File: config.mk
export PLATFORM = sky130hd
export DESIGN_NAME = polmul_sequencer
export DESIGN_NICKNAME = d
export VERILOG_FILES = /design/src/rtl/polmul_pkg.sv /design/src/rtl/polmul_sequencer_phase_timer.sv /design/src/rtl/polmul_sequencer.sv
export SDC_FILE = /design/constraint.sdc
export NUM_CORES = 1
export LEC_CHECK = 0
export ABC_CLOCK_PERIOD_IN_PS = 5700
export BUFFER_PORTS_ARGS = -buffer_cell sky130_fd_sc_hd__buf_4
export CORE_ASPECT_RATIO = 0.75
export CORE_MARGIN = 2
export CORE_UTILIZATION = 60
export DETAILED_ROUTE_END_ITERATION = 10
export GPL_ROUTABILITY_DRIVEN = 0
export PLACE_DENSITY = 0.91
export SYNTH_ARGS = -nofsm -noshare
export SYNTH_HDL_FRONTEND = slang
export SYNTH_SLANG_ARGS = --single-unit
File: constraint.sdc
create_clock -name clk -period 5.7 [get_ports clk]
set_clock_uncertainty 0.1 [all_clocks]
set_input_delay 0.855 -clock clk [delete_from_list [all_inputs] [get_ports clk]]
set_output_delay 0.855 -clock clk [all_outputs]
set_load 0.02 [all_outputs]
File: src/rtl/polmul_pkg.sv
// rtl/polmul_pkg.sv - shared encodings and default cycle counts for the polynomial-multiplication core
package polmul_pkg;

    localparam logic [1:0] MODE_POLMUL = 2'b00;
    localparam logic [1:0] MODE_FNTT   = 2'b01;
    localparam logic [1:0] MODE_PWM    = 2'b10;
    localparam logic [1:0] MODE_INTT   = 2'b11;

    localparam logic [1:0] PHASE_FNTT = 2'd0;
    localparam logic [1:0] PHASE_PWM  = 2'd1;
    localparam logic [1:0] PHASE_INTT = 2'd2;

    localparam int NTT_CYCLES_DEFAULT   = 896;
    localparam int PWM_CYCLES_DEFAULT   = 640;
    localparam int DRAIN_CYCLES_DEFAULT = 12;

    localparam int CNT_W = 10;

    // Steps of the full polmul list; single-phase commands run a one-entry slice of it.
    localparam logic [1:0] STEP_FNTT_A = 2'd0;
    localparam logic [1:0] STEP_FNTT_B = 2'd1;
    localparam logic [1:0] STEP_PWM    = 2'd2;
    localparam logic [1:0] STEP_INTT   = 2'd3;

    typedef enum logic [2:0] {
        ST_IDLE,
        ST_LAUNCH,
        ST_RUN,
        ST_DRAIN,
        ST_DONE
    } seq_state_t;

    function automatic logic [1:0] step_phase(input logic [1:0] step);
        case (step)
            STEP_FNTT_A, STEP_FNTT_B: step_phase = PHASE_FNTT;
            STEP_PWM:                 step_phase = PHASE_PWM;
            default:                  step_phase = PHASE_INTT;
        endcase
    endfunction

endpackage

File: src/rtl/polmul_sequencer_phase_timer.sv
// rtl/polmul_sequencer_phase_timer.sv - loadable 10-bit down-counter flagging its final count
module phase_timer
    import polmul_pkg::*;
(
    input  logic             clk,
    input  logic             reset_n,
    input  logic             load,
    input  logic [CNT_W-1:0] load_value,
    input  logic             en,
    output logic             last
);

    logic [CNT_W-1:0] count;

    always_ff @(posedge clk or negedge reset_n) begin
        if (!reset_n) begin
            count <= '0;
        end else if (load) begin
            count <= load_value;
        end else if (en && count != '0) begin
            count <= count - 1'b1;
        end
    end

    assign last = (count == CNT_W'(1));

endmodule

File: src/rtl/polmul_sequencer.sv
// rtl/polmul_sequencer.sv - phase sequencer issuing timed start pulses to the address generator
module polmul_sequencer
    import polmul_pkg::*;
#(
    parameter int NTT_CYCLES   = NTT_CYCLES_DEFAULT,
    parameter int PWM_CYCLES   = PWM_CYCLES_DEFAULT,
    parameter int DRAIN_CYCLES = DRAIN_CYCLES_DEFAULT
) (
    input  logic       clk,
    input  logic       reset_n,
    input  logic       start,
    input  logic [1:0] mode,
    output logic       start_fntt,
    output logic       start_pwm2,
    output logic       start_intt,
    output logic       poly_sel,
    output logic [1:0] phase,
    output logic       busy,
    output logic       done
);

    localparam logic [CNT_W-1:0] NTT_LEN   = CNT_W'(NTT_CYCLES);
    localparam logic [CNT_W-1:0] PWM_LEN   = CNT_W'(PWM_CYCLES);
    localparam logic [CNT_W-1:0] DRAIN_LEN = CNT_W'(DRAIN_CYCLES);

    seq_state_t       state, state_d;
    logic [1:0]       step, step_d;
    logic [1:0]       last_step, last_step_d;
    logic             tmr_load, tmr_en, tmr_last;
    logic [CNT_W-1:0] tmr_val;

    logic       busy_d, done_d, poly_sel_d;
    logic       start_fntt_d, start_pwm2_d, start_intt_d;
    logic [1:0] phase_d, ph_d;

    phase_timer u_timer (
        .clk        (clk),
        .reset_n    (reset_n),
        .load       (tmr_load),
        .load_value (tmr_val),
        .en         (tmr_en),
        .last       (tmr_last)
    );

    always_comb begin
        state_d     = state;
        step_d      = step;
        last_step_d = last_step;
        tmr_load    = 1'b0;
        tmr_val     = '0;
        tmr_en      = 1'b0;
        case (state)
            ST_IDLE: begin
                if (start) begin
                    state_d = ST_LAUNCH;
                    case (mode)
                        MODE_POLMUL: begin step_d = STEP_FNTT_A; last_step_d = STEP_INTT;   end
                        MODE_FNTT:   begin step_d = STEP_FNTT_A; last_step_d = STEP_FNTT_A; end
                        MODE_PWM:    begin step_d = STEP_PWM;    last_step_d = STEP_PWM;    end
                        default:     begin step_d = STEP_INTT;   last_step_d = STEP_INTT;   end
                    endcase
                end
            end
            ST_LAUNCH: begin
                tmr_load = 1'b1;
                tmr_val  = (step_phase(step) == PHASE_PWM) ? PWM_LEN : NTT_LEN;
                state_d  = ST_RUN;
            end
            ST_RUN: begin
                tmr_en = 1'b1;
                if (tmr_last) begin
                    tmr_load = 1'b1;
                    tmr_val  = DRAIN_LEN;
                    state_d  = ST_DRAIN;
                end
            end
            ST_DRAIN: begin
                tmr_en = 1'b1;
                if (tmr_last) begin
                    if (step == last_step) begin
                        state_d = ST_DONE;
                    end else begin
                        step_d  = step + 2'd1;
                        state_d = ST_LAUNCH;
                    end
                end
            end
            ST_DONE: state_d = ST_IDLE;
            default: state_d = ST_IDLE;
        endcase
    end

    // Outputs are computed from the next state so they register in the same edge as the state.
    always_comb begin
        ph_d         = step_phase(step_d);
        busy_d       = (state_d == ST_LAUNCH) || (state_d == ST_RUN) || (state_d == ST_DRAIN);
        done_d       = (state_d == ST_DONE);
        start_fntt_d = (state_d == ST_LAUNCH) && (ph_d == PHASE_FNTT);
        start_pwm2_d = (state_d == ST_LAUNCH) && (ph_d == PHASE_PWM);
        start_intt_d = (state_d == ST_LAUNCH) && (ph_d == PHASE_INTT);
        phase_d      = busy_d ? ph_d : PHASE_FNTT;
        poly_sel_d   = busy_d && (step_d == STEP_FNTT_B);
    end

    always_ff @(posedge clk or negedge reset_n) begin
        if (!reset_n) begin
            state      <= ST_IDLE;
            step       <= STEP_FNTT_A;
            last_step  <= STEP_FNTT_A;
            start_fntt <= 1'b0;
            start_pwm2 <= 1'b0;
            start_intt <= 1'b0;
            poly_sel   <= 1'b0;
            phase      <= PHASE_FNTT;
            busy       <= 1'b0;
            done       <= 1'b0;
        end else begin
            state      <= state_d;
            step       <= step_d;
            last_step  <= last_step_d;
            start_fntt <= start_fntt_d;
            start_pwm2 <= start_pwm2_d;
            start_intt <= start_intt_d;
            poly_sel   <= poly_sel_d;
            phase      <= phase_d;
            busy       <= busy_d;
            done       <= done_d;
        end
    end

endmodule

==> qor.yml <==
irDropWorstVdd_mv: 0.233
arrival_ns: 2.47
clk_pin_slew_ns: 0.13
io_pins: 13
nNetsFinal: 167
drc_errors: 0
die_h_um: 45.9
num_vias: 1131
path_buf_inv: 1
ys_seq_area_share_pct: 44.5
cts_tree: "yes"
synth_area_per_cell_um2: 9.97
worstPathRequired_ns: 5.87
final-max-slew-violation-count: 0
synth_edf_count: 0
hold_class: "primary input to asynchronous set/reset pin"
drtIter0Drc: 68
grt.total_usage_pct: 24.6
fmax_mhz: 434
cts-root-buf: "clkbuf_4"
synth_flop_cell: "dfrtp_1"
combPwrFrac_pct: 43.0
post_cts_buffers: 0
crit_start: "u_timer.count[0]$_DFFE_PN0P_"
cpPeakStageDelay_ns: 0.48
syn2layout_area_growth_pct: 9.71
final_util_pct: 68.4
cp_cell_sequence: "inv_1, ha_1, a41oi_1, nand2_1, or4_1, a21oi_1"
grt_pass1_wl_um: 4770
start_kind: "register"
worst_slew_margin_rel_pct: 60.8
initial_core_util_pct: 62.4
setup_tns_ns: 0
sw_frac_of_total_pct: 42.9
syn_area_um2: 1410
grt_pass1_vias: 1006
crit_fanout: 5
cts_buffer_depth: 2
grt_max_degree: 26
seqPwrFrac_pct: 45.3
path_delay_family: "simple AND/OR/NAND/NOR gates"
wl_um: 2930
status: "finished clean"
netlist_top_cells_count: "dfrtp_1 (25), nor2_1 (16), nor3_1 (9), inv_1 (8), o21ai_0 (8)"
ys_warn_count: 0
min_period_ns: 2.31
synth.top_cell.area_share_pct: 44.5
dp_hpwl_um: 2270
synth.distinct_cells: 41
clock_sinks: 25
ant_nets: 0
worstReg2RegEnd: "u_timer.count[5]$_DFFE_PN0P_"
p_int_mw: 0.389
p_clk_share_pct: 11.6
cp.depth: 6
crit_end: "u_timer.count[5]$_DFFE_PN0P_"
coreArea_um2: 2250
timing.final.crit_share_pct: 40.5
synth_nets: 153
reg2regPathDepth: 6
r2r_start: "u_timer.count[0]$_DFFE_PN0P_"
drive_gt1_share_pct: 18.8
viasPerCell: 6.32
cpMaxStageDelayCell: "a41oi_1"
switching_power_mw: 0.292
ctsResizeCount: 0
clk_latency_ns: 0.33
end_kind: "register"
grt_overflow: 0
async_flop_share_pct: 100
rrSetupSlack_ns: 3.39
antenna_found_initial: 0
leakagePower_nw: 0.719
num_antenna_cells: 0
synth_top_area_cell: "dfrtp_1"
postCtsHoldBufs: 0
row_count: 15
ys_seq_elements: 25
detail_route.wl_per_cell_um: 16.4
syn_inst: 141
h-tree-depth: 1
synth_area_leaders: "dfrtp_1 (45%), ha_1 (6.2%), nor2_1 (4.3%), nor3_1 (3.2%), xnor2_1 (3.1%)"
finalSetupViolCount: 0
detail_route.first_pass.iterations: 4
rsz0062_at_grt: "false"
yosysMostFrequentCell: "dfrtp_1"
hold_viol: 0
die_w_um: 59.9
io_buffers: 12
cts_buffers: 3
powerDensity_nw_per_um2: 442
tightest_slew_ns: 0.580
path_class: "register to register"
die_area_um2: 2750
maxCapViolCount: 0
stage by stage:
| stage | setup slack, ns | area (um^2) | std cells | power, mW | hold WS (ns) |
|---|---|---|---|---|---|
| global route | 3.32 | 1540 | 179 | 0.729 | 0.292 |
| finish | 3.39 | 1540 | 179 | 0.681 | 0.289 |
| CTS | 3.46 | 1540 | 179 | 0.678 | 0.303 |
| global placement | 3.55 | 1520 | 175 | 0.571 | 0.416 |
| floorplan | 3.66 | 1410 | 141 | 0.516 | 0.387 |
| detailed placement | 3.47 | 1520 | 175 | 0.599 | 0.431 |
cell type report:
cell class                 count  area [um^2]
inverter                       9         38.8
timing repair buffer          12         90.1
tap                           25         31.3
fill                         174          711
clock buffer                   4         26.3
sequential                    25          626
multi-input combinational    104          729
worst register-to-register path: cells and delay by family (launching register included):
family | cells | cell delay (ns)
AND/OR/NAND/NOR | 2 | 0.72
adder cells (fa/ha/maj) | 1 | 0.25
flip-flops | 1 | 0.45
buffers and inverters | 1 | 0.10
AO/OA/AOI/OAI | 2 | 0.64
cell families (layout without fill, tap and decap cells):
logic type | count (synthesis) | count (layout) | synth area share [%]
adder cells (fa/ha/maj) | 7 | 7 | 6.23
AO/OA/AOI/OAI | 21 | 21 | 9.80
AND/OR/NAND/NOR | 64 | 64 | 27.9
multiplexers | 5 | 5 | 3.65
buffers and inverters | 12 | 25 | 3.56
flip-flops | 25 | 25 | 44.5
XOR/XNOR | 7 | 7 | 4.36
placed cells by master (no fill, tap or decap), types with 3 or more instances in the layout:
cell type / netlist / routed
a211oi_1: 3 / 3
buf_4: 0 / 12
nor2b_1: 4 / 4
nand2_1: 7 / 7
xnor2_1: 5 / 5
o21ai_0: 8 / 8
dfrtp_1: 25 / 25
and3_1: 4 / 4
mux2i_1: 4 / 4
nor3_1: 9 / 9
ha_1: 7 / 7
nor2_1: 16 / 16
clkbuf_4: 0 / 3
inv_1: 8 / 8
sequential cells by signal (all words and copies together) (netlist names):
signal,flops
start_pwm2,1
step,2
u_timer.count,10
done,1
poly_sel,1
start_intt,1
phase,2
state,3
busy,1
last_step,2
start_fntt,1
power groups by stage:
| stage | clock network [mW] | logic, mW | registers [mW] |
|---|---|---|---|
| floorplan | 0 | 0.223 | 0.293 |
| global placement | 0 | 0.269 | 0.302 |
| detailed placement | 0 | 0.292 | 0.308 |
| CTS | 0.0806 | 0.292 | 0.306 |
| global route | 0.0890 | 0.325 | 0.315 |
| finish | 0.0793 | 0.293 | 0.308 |
worst min-delay path by stage:
stage	from	endpoint	slack [ns]	depth (start not counted)
floorplan	u_timer.count[8]$_DFFE_PN0P_	u_timer.count[8]$_DFFE_PN0P_	0.39	1
global placement	u_timer.count[8]$_DFFE_PN0P_	u_timer.count[8]$_DFFE_PN0P_	0.42	1
detailed placement	u_timer.count[8]$_DFFE_PN0P_	u_timer.count[8]$_DFFE_PN0P_	0.43	1
CTS	reset_n	u_timer.count[0]$_DFFE_PN0P_	0.30	1
global route	reset_n	u_timer.count[0]$_DFFE_PN0P_	0.29	1
finish	reset_n	u_timer.count[4]$_DFFE_PN0P_	0.29	1
metal layers:
layer  wire length, um  part of all wire, %  track usage [%]
met5                 0                    0                0
met4                78                  2.7             9.78
met3               161                  5.5             6.53
met2              1410                   48             38.3
met1              1280                   44             32.8
Note: power is estimated with default switching activity, not from simulation.
